## src/rtl/cmd_addr_latch.sv

```systemverilog
// cmd_addr_latch: host bus front end of the RRAM controller.
// Decodes NAND-style bus cycles (CE/CLE/ALE qualified by the rising edge of
// WE_n) into a 4-bit command and an ADDR_BYTES-byte address, LSB byte first.
//
// Ports:
//   clk, rst        system clock, synchronous active-high reset
//   CE              chip enable, active low; high clears ready flags
//   CLE, ALE        command / address latch enables, sampled on the strobe
//   WE_n            host write strobe, active low, captured on its rising edge
//   io[7:0]         host data bus
//   op_done         one-cycle completion pulse from the control unit
//   command[3:0]    latched command code
//   command_ready   a legal command has been latched
//   address         assembled address
//   address_ready   all address bytes received
//   cmd_error       one-cycle pulse on a rejected bus cycle
module cmd_addr_latch #(
  parameter int ADDR_BYTES = 3,
  parameter int ADDR_W     = 24
) (
  input  logic              clk,
  input  logic              rst,
  input  logic              CE,
  input  logic              CLE,
  input  logic              ALE,
  input  logic              WE_n,
  input  logic [7:0]        io,
  input  logic              op_done,
  output logic [3:0]        command,
  output logic              command_ready,
  output logic [ADDR_W-1:0] address,
  output logic              address_ready,
  output logic              cmd_error
);

  localparam int CNT_W = (ADDR_BYTES > 1) ? $clog2(ADDR_BYTES) : 1;

  typedef enum logic [1:0] {IDLE, ADDR, DONE} state_t;

  state_t           state;
  logic             we_n_d;
  logic [CNT_W-1:0] byte_cnt;

  logic ev;
  logic legal_code;
  logic cmd_ev;
  logic addr_ev;
  logic err_ev;

  always_comb begin
    ev         = WE_n && !we_n_d && !CE;
    legal_code = (io == 8'h01) || (io == 8'h02) || (io == 8'h03);
    cmd_ev     = ev && CLE && !ALE && legal_code;
    addr_ev    = ev && ALE && !CLE && (state == ADDR);
    // Rejected cycles: illegal code, CLE+ALE together, or an address byte
    // arriving while no address collection is in progress.
    err_ev     = ev && ((CLE && !ALE && !legal_code) ||
                        (CLE && ALE) ||
                        (ALE && !CLE && (state != ADDR)));
  end

  always_ff @(posedge clk) begin
    if (rst) begin
      state         <= IDLE;
      we_n_d        <= 1'b1;
      byte_cnt      <= '0;
      command       <= 4'b0000;
      command_ready <= 1'b0;
      address       <= '0;
      address_ready <= 1'b0;
      cmd_error     <= 1'b0;
    end else begin
      we_n_d    <= WE_n;
      cmd_error <= 1'b0;
      if (CE) begin
        command_ready <= 1'b0;
        address_ready <= 1'b0;
        byte_cnt      <= '0;
        state         <= IDLE;
      end else if (cmd_ev) begin
        command       <= io[3:0];
        command_ready <= 1'b1;
        address       <= '0;
        address_ready <= 1'b0;
        byte_cnt      <= '0;
        state         <= ADDR;
      end else if (err_ev) begin
        cmd_error <= 1'b1;
      end else if (op_done) begin
        // An address byte coinciding with op_done is dropped here.
        command_ready <= 1'b0;
        address_ready <= 1'b0;
        byte_cnt      <= '0;
        state         <= IDLE;
      end else if (addr_ev) begin
        address[8*byte_cnt +: 8] <= io;
        if (byte_cnt == CNT_W'(ADDR_BYTES - 1)) begin
          address_ready <= 1'b1;
          byte_cnt      <= '0;
          state         <= DONE;
        end else begin
          byte_cnt <= byte_cnt + 1'b1;
        end
      end
    end
  end

endmodule

```

## config.mk

```make
export PLATFORM = sky130hd
export DESIGN_NAME = cmd_addr_latch
export DESIGN_NICKNAME = d
export VERILOG_FILES = /design/src/rtl/cmd_addr_latch.sv
export SDC_FILE = /design/constraint.sdc
export NUM_CORES = 1
export LEC_CHECK = 0
export ABC_AREA = 0
export CORE_MARGIN = 5
export CORE_UTILIZATION = 42
export DETAILED_ROUTE_END_ITERATION = 12
export HOLD_SLACK_MARGIN = 0.03
export PLACE_DENSITY = 0.72
export RECOVER_POWER = 25
export SLEW_MARGIN = 25
export SYNTH_ARGS = -nofsm -noshare
export SYNTH_HDL_FRONTEND = slang
export SYNTH_SLANG_ARGS = --single-unit
```

## constraint.sdc

```tcl
create_clock -name clk -period 1.75 [get_ports clk]
set_input_delay 0.35 -clock clk [delete_from_list [all_inputs] [get_ports clk]]
set_output_delay 0.35 -clock clk [all_outputs]
set_load 0.01 [all_outputs]
```

# [Yosys cells after proc, flatten, opt, wreduce, memory -nomap -nowiden]
# Cells that the tools add are included.
[classes] n_addsub=2 eq_ne=8 shifts=2 muxes=20 n_bitwise=2 n_reduce_logical=37
[op_table] op="24-bit two-way mux" n=4
[op_table] op="5-bit negation with 34-bit output" n=1
[op_table] op="8-bit by 34-bit variable shift with 24-bit output, first input constant" n=1
[op_table] op="8-bit by 34-bit variable part select with 24-bit output" n=1
[op_table] op="24-bit bitwise mux" n=1
[op_table] op="8-bit by 2-bit equality test with 1-bit output, second input constant" n=2
[op_table] op="1-bit logical AND" n=14
[op_table] op="2-bit two-way mux" n=6
[op_table] op="1-bit two-way mux" n=9
[op_table] op="8-bit by 1-bit equality test with 1-bit output, second input constant" n=1
[op_table] op="2-bit nonzero test" n=4
[op_table] op="2-bit AND reduction" n=3
[op_table] op="3-bit AND reduction" n=2
[op_table] op="3-bit nonzero test" n=2
[op_table] op="1-bit zero test" n=5
[op_table] op="1-bit logical OR" n=4
[op_table] op="2-bit by 1-bit inequality test with 1-bit output, second input constant" n=2
[op_table] op="4-bit AND reduction" n=1
[op_table] op="3-bit OR reduction" n=1
[op_table] op="2-bit by 1-bit adder with 2-bit output, second input constant" n=1
[op_table] op="2-bit by 1-bit equality test with 1-bit output, second input constant" n=1
[op_table] op="2-bit equality test, second input constant" n=1
[op_table] op="2-bit inequality test, second input constant" n=1
[op_table] op="1-bit inverter" n=2
[op_table] op="2-bit OR reduction" n=1
[word_totals] register_bits=36

# [Depth between registers and ports, before layout]
[logic_depth] ltp_word=10 depth_mapped=7 ltp_nobuf=7

# [Worst setup path before layout]
# Ideal clock, no wire load.
[synth_path] kind="register to register" from="register byte_cnt[0]" to="register address[16]" t_arrival_ns=1.719 t_required_ns=1.680 slack_ns=-0.039 path_stages_with_launch=7 n_path_buf=0 period_less_slack_ns=1.789 cell_sequence="dfxtp_1 -> inv_1 -> ha_1 -> nor2b_1 -> nand3_1 -> or4b_1 -> a21oi_1"
[synth_via] elab_chain_len=7
[synth_rtl] item="from (decl)" line="42" source="logic [CNT_W-1:0] byte_cnt;"
[synth_rtl] item="from (signal assigned)" line="102" source="byte_cnt <= byte_cnt + 1'b1;"
[synth_rtl] item="5-bit negation with 34-bit output *" line="96" source="address[8*byte_cnt +: 8] <= io;"
[synth_rtl] item="8-bit by 34-bit variable part select with 24-bit output / 8-bit by 34-bit variable shift with 24-bit output (equally long branches)" line="96"
[synth_rtl] item="24-bit bitwise mux *" line="96"
[synth_rtl] item="24-bit two-way mux *" line="95" source="end else if (addr_ev) begin"
[synth_rtl] item="24-bit two-way mux *" line="89" source="end else if (op_done) begin"
[synth_rtl] item="24-bit two-way mux *" line="87" source="end else if (err_ev) begin"
[synth_rtl] item="24-bit two-way mux *" line="80" source="end else if (cmd_ev) begin"
[synth_rtl] item="to (signal, indexed assignment)" line="96"
[synth_rtl] item="to (decl)" line="31" source="output logic [ADDR_W-1:0] address,"
# Every way passes the cells marked *; elsewhere a longest branch is shown, timed or not. The select of a mux whose other input is x is not followed.
# A chain may end at the register's enable or synchronous reset.

# [Worst setup path after layout]
[layout_path] from="input port io[1]" to="register address[16]"
[layout_via] elab_chain_len=10
[layout_rtl] item="from (decl)" line="27" source="input logic [7:0] io,"
[layout_rtl] item="8-bit by 1-bit equality test with 1-bit output / 8-bit by 2-bit equality test with 1-bit output (equally long branches)" line="52" source="legal_code = (io == 8'h01) || (io == 8'h02) || (io == 8'h03);"
[layout_rtl] item="1-bit logical OR (2 in series)" line="52"
[layout_rtl] item="1-bit zero test" line="57" source="err_ev = ev && ((CLE && !ALE && !legal_code) ||"
[layout_rtl] item="1-bit logical AND" line="57"
[layout_rtl] item="1-bit logical OR" line="57"
[layout_rtl] item="1-bit logical OR" line="58" source="(CLE && ALE) ||"
[layout_rtl] item="1-bit logical AND" line="57"
[layout_rtl] item="2-bit inequality test (no source line)"
[layout_rtl] item="4-bit AND reduction (no source line)"
# Several ways; a longest one is shown, not always the timed one. The select of a mux whose other input is x is not followed.

==> report_table.html <==
<table>
<tr><th>Metric</th><th>Value</th></tr>
<tr><th colspan="2">Floorplan</th></tr>
<tr><td>Core Footprint</td><td>between 3000 and 4000 sq um</td></tr>
<tr><td>I/O pins</td><td>46</td></tr>
<tr><td>Die extent in y</td><td>71.2 microns</td></tr>
<tr><td>Starting density of the core</td><td>~43%</td></tr>
<tr><td>Die ar.</td><td>5080 sq um</td></tr>
<tr><td>Number of core rows</td><td>22</td></tr>
<tr><td>Die X-Extent</td><td>71.2 microns</td></tr>
<tr><th colspan="2">Hold path</th></tr>
<tr><td>Start point of the worst hold path</td><td>WE_n</td></tr>
<tr><td>Worst hold path class</td><td>input pin to flip-flop</td></tr>
<tr><td>Cell count of the worst hold path</td><td>3</td></tr>
<tr><td>Worst Hold Path EP</td><td>we_n_d</td></tr>
<tr><th colspan="2">Logic synthesis</th></tr>
<tr><td>Gate Count Post-Synth</td><td>160</td></tr>
<tr><td>Most area-hungry cell type in the Yosys netlist</td><td>dfxtp_1</td></tr>
<tr><td>Cell Area, Synth</td><td>1580 sq um</td></tr>
<tr><td>Cell variety after synth</td><td>32</td></tr>
<tr><td>Synthesis-stage register bit count</td><td>35</td></tr>
<tr><td>Yosys synthesis warning count</td><td>0</td></tr>
<tr><td>Nets in the synthesized netlist</td><td>between 150 and 200</td></tr>
<tr><td>Leading post-synthesis cells by cell area</td><td>dfxtp_1 44%, nand3b_1 10%, o31ai_1 8.6%</td></tr>
<tr><td>Portion of synthesized cell area occupied by the leading cell type</td><td>44.5%</td></tr>
<tr><td>Proportion of synthesized chip area in sequential cells</td><td>between 40% and 50%</td></tr>
<tr><td>Per-instance average area after synthesis</td><td>9.85 sq um</td></tr>
<tr><th colspan="2">Cells and area</th></tr>
<tr><td>Count of nets after finishing</td><td>254</td></tr>
<tr><td>Most common cell after layout, fill and taps aside</td><td>dfxtp_1</td></tr>
<tr><td>Proportion of layout cells with a drive suffix above 1</td><td>29.1%</td></tr>
<tr><td>Post-route insts no fill</td><td>282</td></tr>
<tr><td>Commonest non-fill, non-tap cells in the layout</td><td>34 x dfxtp_1, 27 x clkdlybuf4s50_1, 25 x buf_4</td></tr>
<tr><td>Post-synthesis to final-layout area growth</td><td>60.7%</td></tr>
<tr><td># diodes</td><td>0</td></tr>
<tr><th colspan="2">Power and ir drop</th></tr>
<tr><td>Final total power</td><td>between 1500 and 2000 uW</td></tr>
<tr><td>Static leakage</td><td>0.000940 uW</td></tr>
<tr><td>Internal portion of total power</td><td>1180 uW</td></tr>
<tr><td>NetSw</td><td>341 uW</td></tr>
<tr><td>Worst IR drop on VDD</td><td>0.439 mV</td></tr>
<tr><td>Combinational fraction of design power</td><td>slightly below 9%</td></tr>
<tr><td>Sequential share of power</td><td>between 50% and 60%</td></tr>
<tr><td>Power density cells</td><td>599 nW/um^2</td></tr>
<tr><td>Switching share of power</td><td>22.5%</td></tr>
<tr><td>Clock power share</td><td>38.5%</td></tr>
<tr><th colspan="2">Global route</th></tr>
<tr><td>GRT Util Overall</td><td>18.6%</td></tr>
<tr><td>Initial antenna violation count</td><td>0</td></tr>
<tr><td>Vias in the first global route</td><td>1594</td></tr>
<tr><td>Pin count of the biggest net entering global routing</td><td>32</td></tr>
<tr><td>Overall overflow remaining after global route</td><td>0</td></tr>
<tr><td>Global-route wire length before repair</td><td>7310 microns</td></tr>
<tr><th colspan="2">Drt</th></tr>
<tr><td>Per-cell routed wire length</td><td>approximately 16 microns</td></tr>
<tr><td>Highest metal layer with signal wires</td><td>met4</td></tr>
<tr><td>Routed wl met2</td><td>approximately 2300 microns</td></tr>
<tr><td>DRC</td><td>0</td></tr>
<tr><td>First-pass iteration count of the detailed router</td><td>5</td></tr>
<tr><td>Vias/cell</td><td>5.49</td></tr>
<tr><td>Post-route met1 wirelength</td><td>1920 microns</td></tr>
<tr><td>Wire length on met3</td><td>between 200 and 300 microns</td></tr>
<tr><td>Routed vias</td><td>about 1500</td></tr>
<tr><td>Routed wire length</td><td>4610 microns</td></tr>
<tr><td>First DRT Iteration DRCs</td><td>120</td></tr>
<tr><td>Number of routed nets with antenna violations</td><td>0</td></tr>
<tr><th colspan="2">STA</th></tr>
<tr><td>Actual transition at the worst max-transition pin</td><td>0.408 ns</td></tr>
<tr><td>Worst slew slack as a fraction of its limit</td><td>72.8%</td></tr>
<tr><td>Final critical path time including I/O delays and setup</td><td>1.69 ns</td></tr>
<tr><td>Setup skew after layout</td><td>0.00488 ns</td></tr>
<tr><td>Final count of negative-setup-slack endpoints</td><td>0</td></tr>
<tr><td>Fmax</td><td>0.591 GHz</td></tr>
<tr><td>Max-slew violation count</td><td>0</td></tr>
<tr><td>Final Hold Violating Endpoints</td><td>0</td></tr>
<tr><td>Share of the clock period used by the worst path after layout</td><td>96.6%</td></tr>
<tr><td>Final worst setup slack</td><td>a little under 0.06 ns</td></tr>
<tr><td>Worst hold slack</td><td>between 0.4 and 0.5 ns</td></tr>
<tr><th colspan="2">CTS</th></tr>
<tr><td>Clock tree sinks</td><td>35</td></tr>
<tr><td>CTS root buf</td><td>clkbuf_8</td></tr>
<tr><td>Maximum level of the CTS H-tree</td><td>2</td></tr>
<tr><td>Clock transition time at the flip-flop clock pins of the worst setup and hold paths</td><td>0.07 ns</td></tr>
<tr><td>CTS tree</td><td>yes</td></tr>
<tr><td>Clock latency at the later pin of the worst-skew pair</td><td>0.29 ns</td></tr>
<tr><td>Clock Path Buffers</td><td>2</td></tr>
<tr><td>Cts bufs inserted</td><td>5</td></tr>
<tr><th colspan="2">Job</th></tr>
<tr><td>Maximum Capacitance Violations</td><td>0</td></tr>
<tr><th colspan="2">Placed design</th></tr>
<tr><td>Placement Setup Slack</td><td>-0.533 ns</td></tr>
<tr><td>Cell total after placement</td><td>about 270</td></tr>
<tr><td>Detailed Place HPWL</td><td>3300 microns</td></tr>
<tr><td>Number of I/O port buffers</td><td>45</td></tr>
<tr><td>Placer congestion estimate</td><td>~0.9</td></tr>
<tr><th colspan="2">Setup path</th></tr>
<tr><td>Register-to-Register Setup Slack</td><td>0.08 ns</td></tr>
<tr><td>Critical Path Fanout Max</td><td>5</td></tr>
<tr><td>RR Startpoint</td><td>byte_cnt[1]</td></tr>
<tr><td>Critical Setup Path Class</td><td>input pin to flip-flop</td></tr>
<tr><td>RR Endpoint</td><td>address[16]</td></tr>
<tr><td>Number of cell instances on the worst register-to-register path</td><td>6</td></tr>
<tr><td>Worst path required time</td><td>1.98 ns</td></tr>
<tr><td>Critical Path End Type</td><td>flip-flop</td></tr>
<tr><td>Crit start category</td><td>input pin</td></tr>
<tr><td>Arrival time at the worst endpoint</td><td>1.92 ns</td></tr>
<tr><th colspan="2">Run status</th></tr>
<tr><td>Outcome</td><td>finished clean</td></tr>
</table>
[cells in the mapped netlist]
cell,count
dfxtp_1,35
nand3b_1,21
o31ai_1,18
a21oi_1,11
nand2_1,9
clkbuf_1,8
nand2b_1,8
ha_1,5
nor2_1,5
nor3b_1,5
nand3_1,3
o21ai_0,3
o41ai_1,3
a22o_1,2
inv_1,2
nor2b_1,2
nor4_1,2
o21ai_2,2
or2_2,2
or4b_1,2
buf_2,1
nand4bb_1,1
nor3_1,1
nor3_2,1
nor3b_4,1
nor4_4,1
nor4b_1,1
nor4b_2,1
o2111a_4,1
o2111ai_1,1
o21ai_1,1
or3b_2,1
[metal layers]
| metal | vias to the layer above | global-route usage, % |
|---|---|---|
| met4 | 0 | 9.60 |
| met3 | 12 | 6.59 |
| met2 | 61 | 31.4 |
| li1 | 746 | - |
| met1 | 730 | 20.6 |
| met5 | - | 0 |
[worst max-delay path, cell delays in order]
cell and delay, ns:
clkdlybuf4s50_1 0.49, o21ai_2 0.17, nor3_2 0.09, buf_4 0.16
or4b_1 0.51, a21oi_1 0.15
[power groups by stage]
stage / clock (uW) / sequential (uW) / combinational, uW
floorplan: 0 / 817 / 41.1
finish: 584 / 799 / 134
detailed placement: 0 / 817 / 125
global route: 637 / 799 / 143
CTS: 605 / 799 / 128
global placement: 0 / 817 / 123
[cell families (layout without fill, tap and decap cells)]
| kind of cell | Yosys count | in the layout | share of synthesized area [%] |
|---|---|---|---|
| buf+inv | 11 | 85 | 2.70 |
| simple gates | 67 | 67 | 29.8 |
| compound gates | 42 | 42 | 19.1 |
| fa+ha+maj | 5 | 5 | 3.97 |
| flops | 35 | 35 | 44.5 |
[timing repair]
| action | 4_1_cts | 5_1_grt |
|---|---|---|
| resized for setup | 18 | 33 |
| endpoints found under the setup margin | 26 | 16 |
| pin swaps | 4 | 9 |
| hold buffers | 0 | 0 |
| setup buffers | 1 | 0 |
| cloned | 0 | 1 |
[state kept, by name (all words and copies together) (netlist names)]
register and flops:
address_ready 1, command 4, cmd_error 1, we_n_d 1, byte_cnt 2, address 24
command_ready 1, state 1
[metrics by stage]
| stage | TNS (ns) | utilization (%) | instance area (sq um) |
|---|---|---|---|
| final | 0 | 69.1 | 2530 |
| after global routing | -0.0109 | 69.1 | 2530 |
| after CTS | 0 | 66.5 | 2430 |
| after detailed placement | -12.77 | 62.5 | 2290 |
| after global placement | -10.68 | 62.5 | 2290 |
| after floorplan | 0 | - | 1590 |
[how the worst max path moves through the flow]
stage                              to        start  slack, ns  cells after the start
after floorplan           address[16]          ALE       0.01                      5
after global placement     address[0]          ALE      -0.45                      6
after detailed placement  address[13]          ALE      -0.53                      7
after CTS                    state[0]         WE_n       0.01                      7
after global routing       address[0]  byte_cnt[0]      -0.01                      6
final                     address[16]        io[1]       0.06                      6
[cell type report]
| class | count | area, sq um |
|---|---|---|
| fillers | 268 | 1130 |
| multi-input cells | 114 | 971 |
| repair buffers | 76 | 703 |
| flip-flops and latches | 35 | 702 |
| clock buffers | 6 | 82.6 |
| well taps | 48 | 60.1 |
| inverters | 2 | 7.51 |
| clock inverters | 1 | 5.00 |
(Power assumes the default switching activity.)
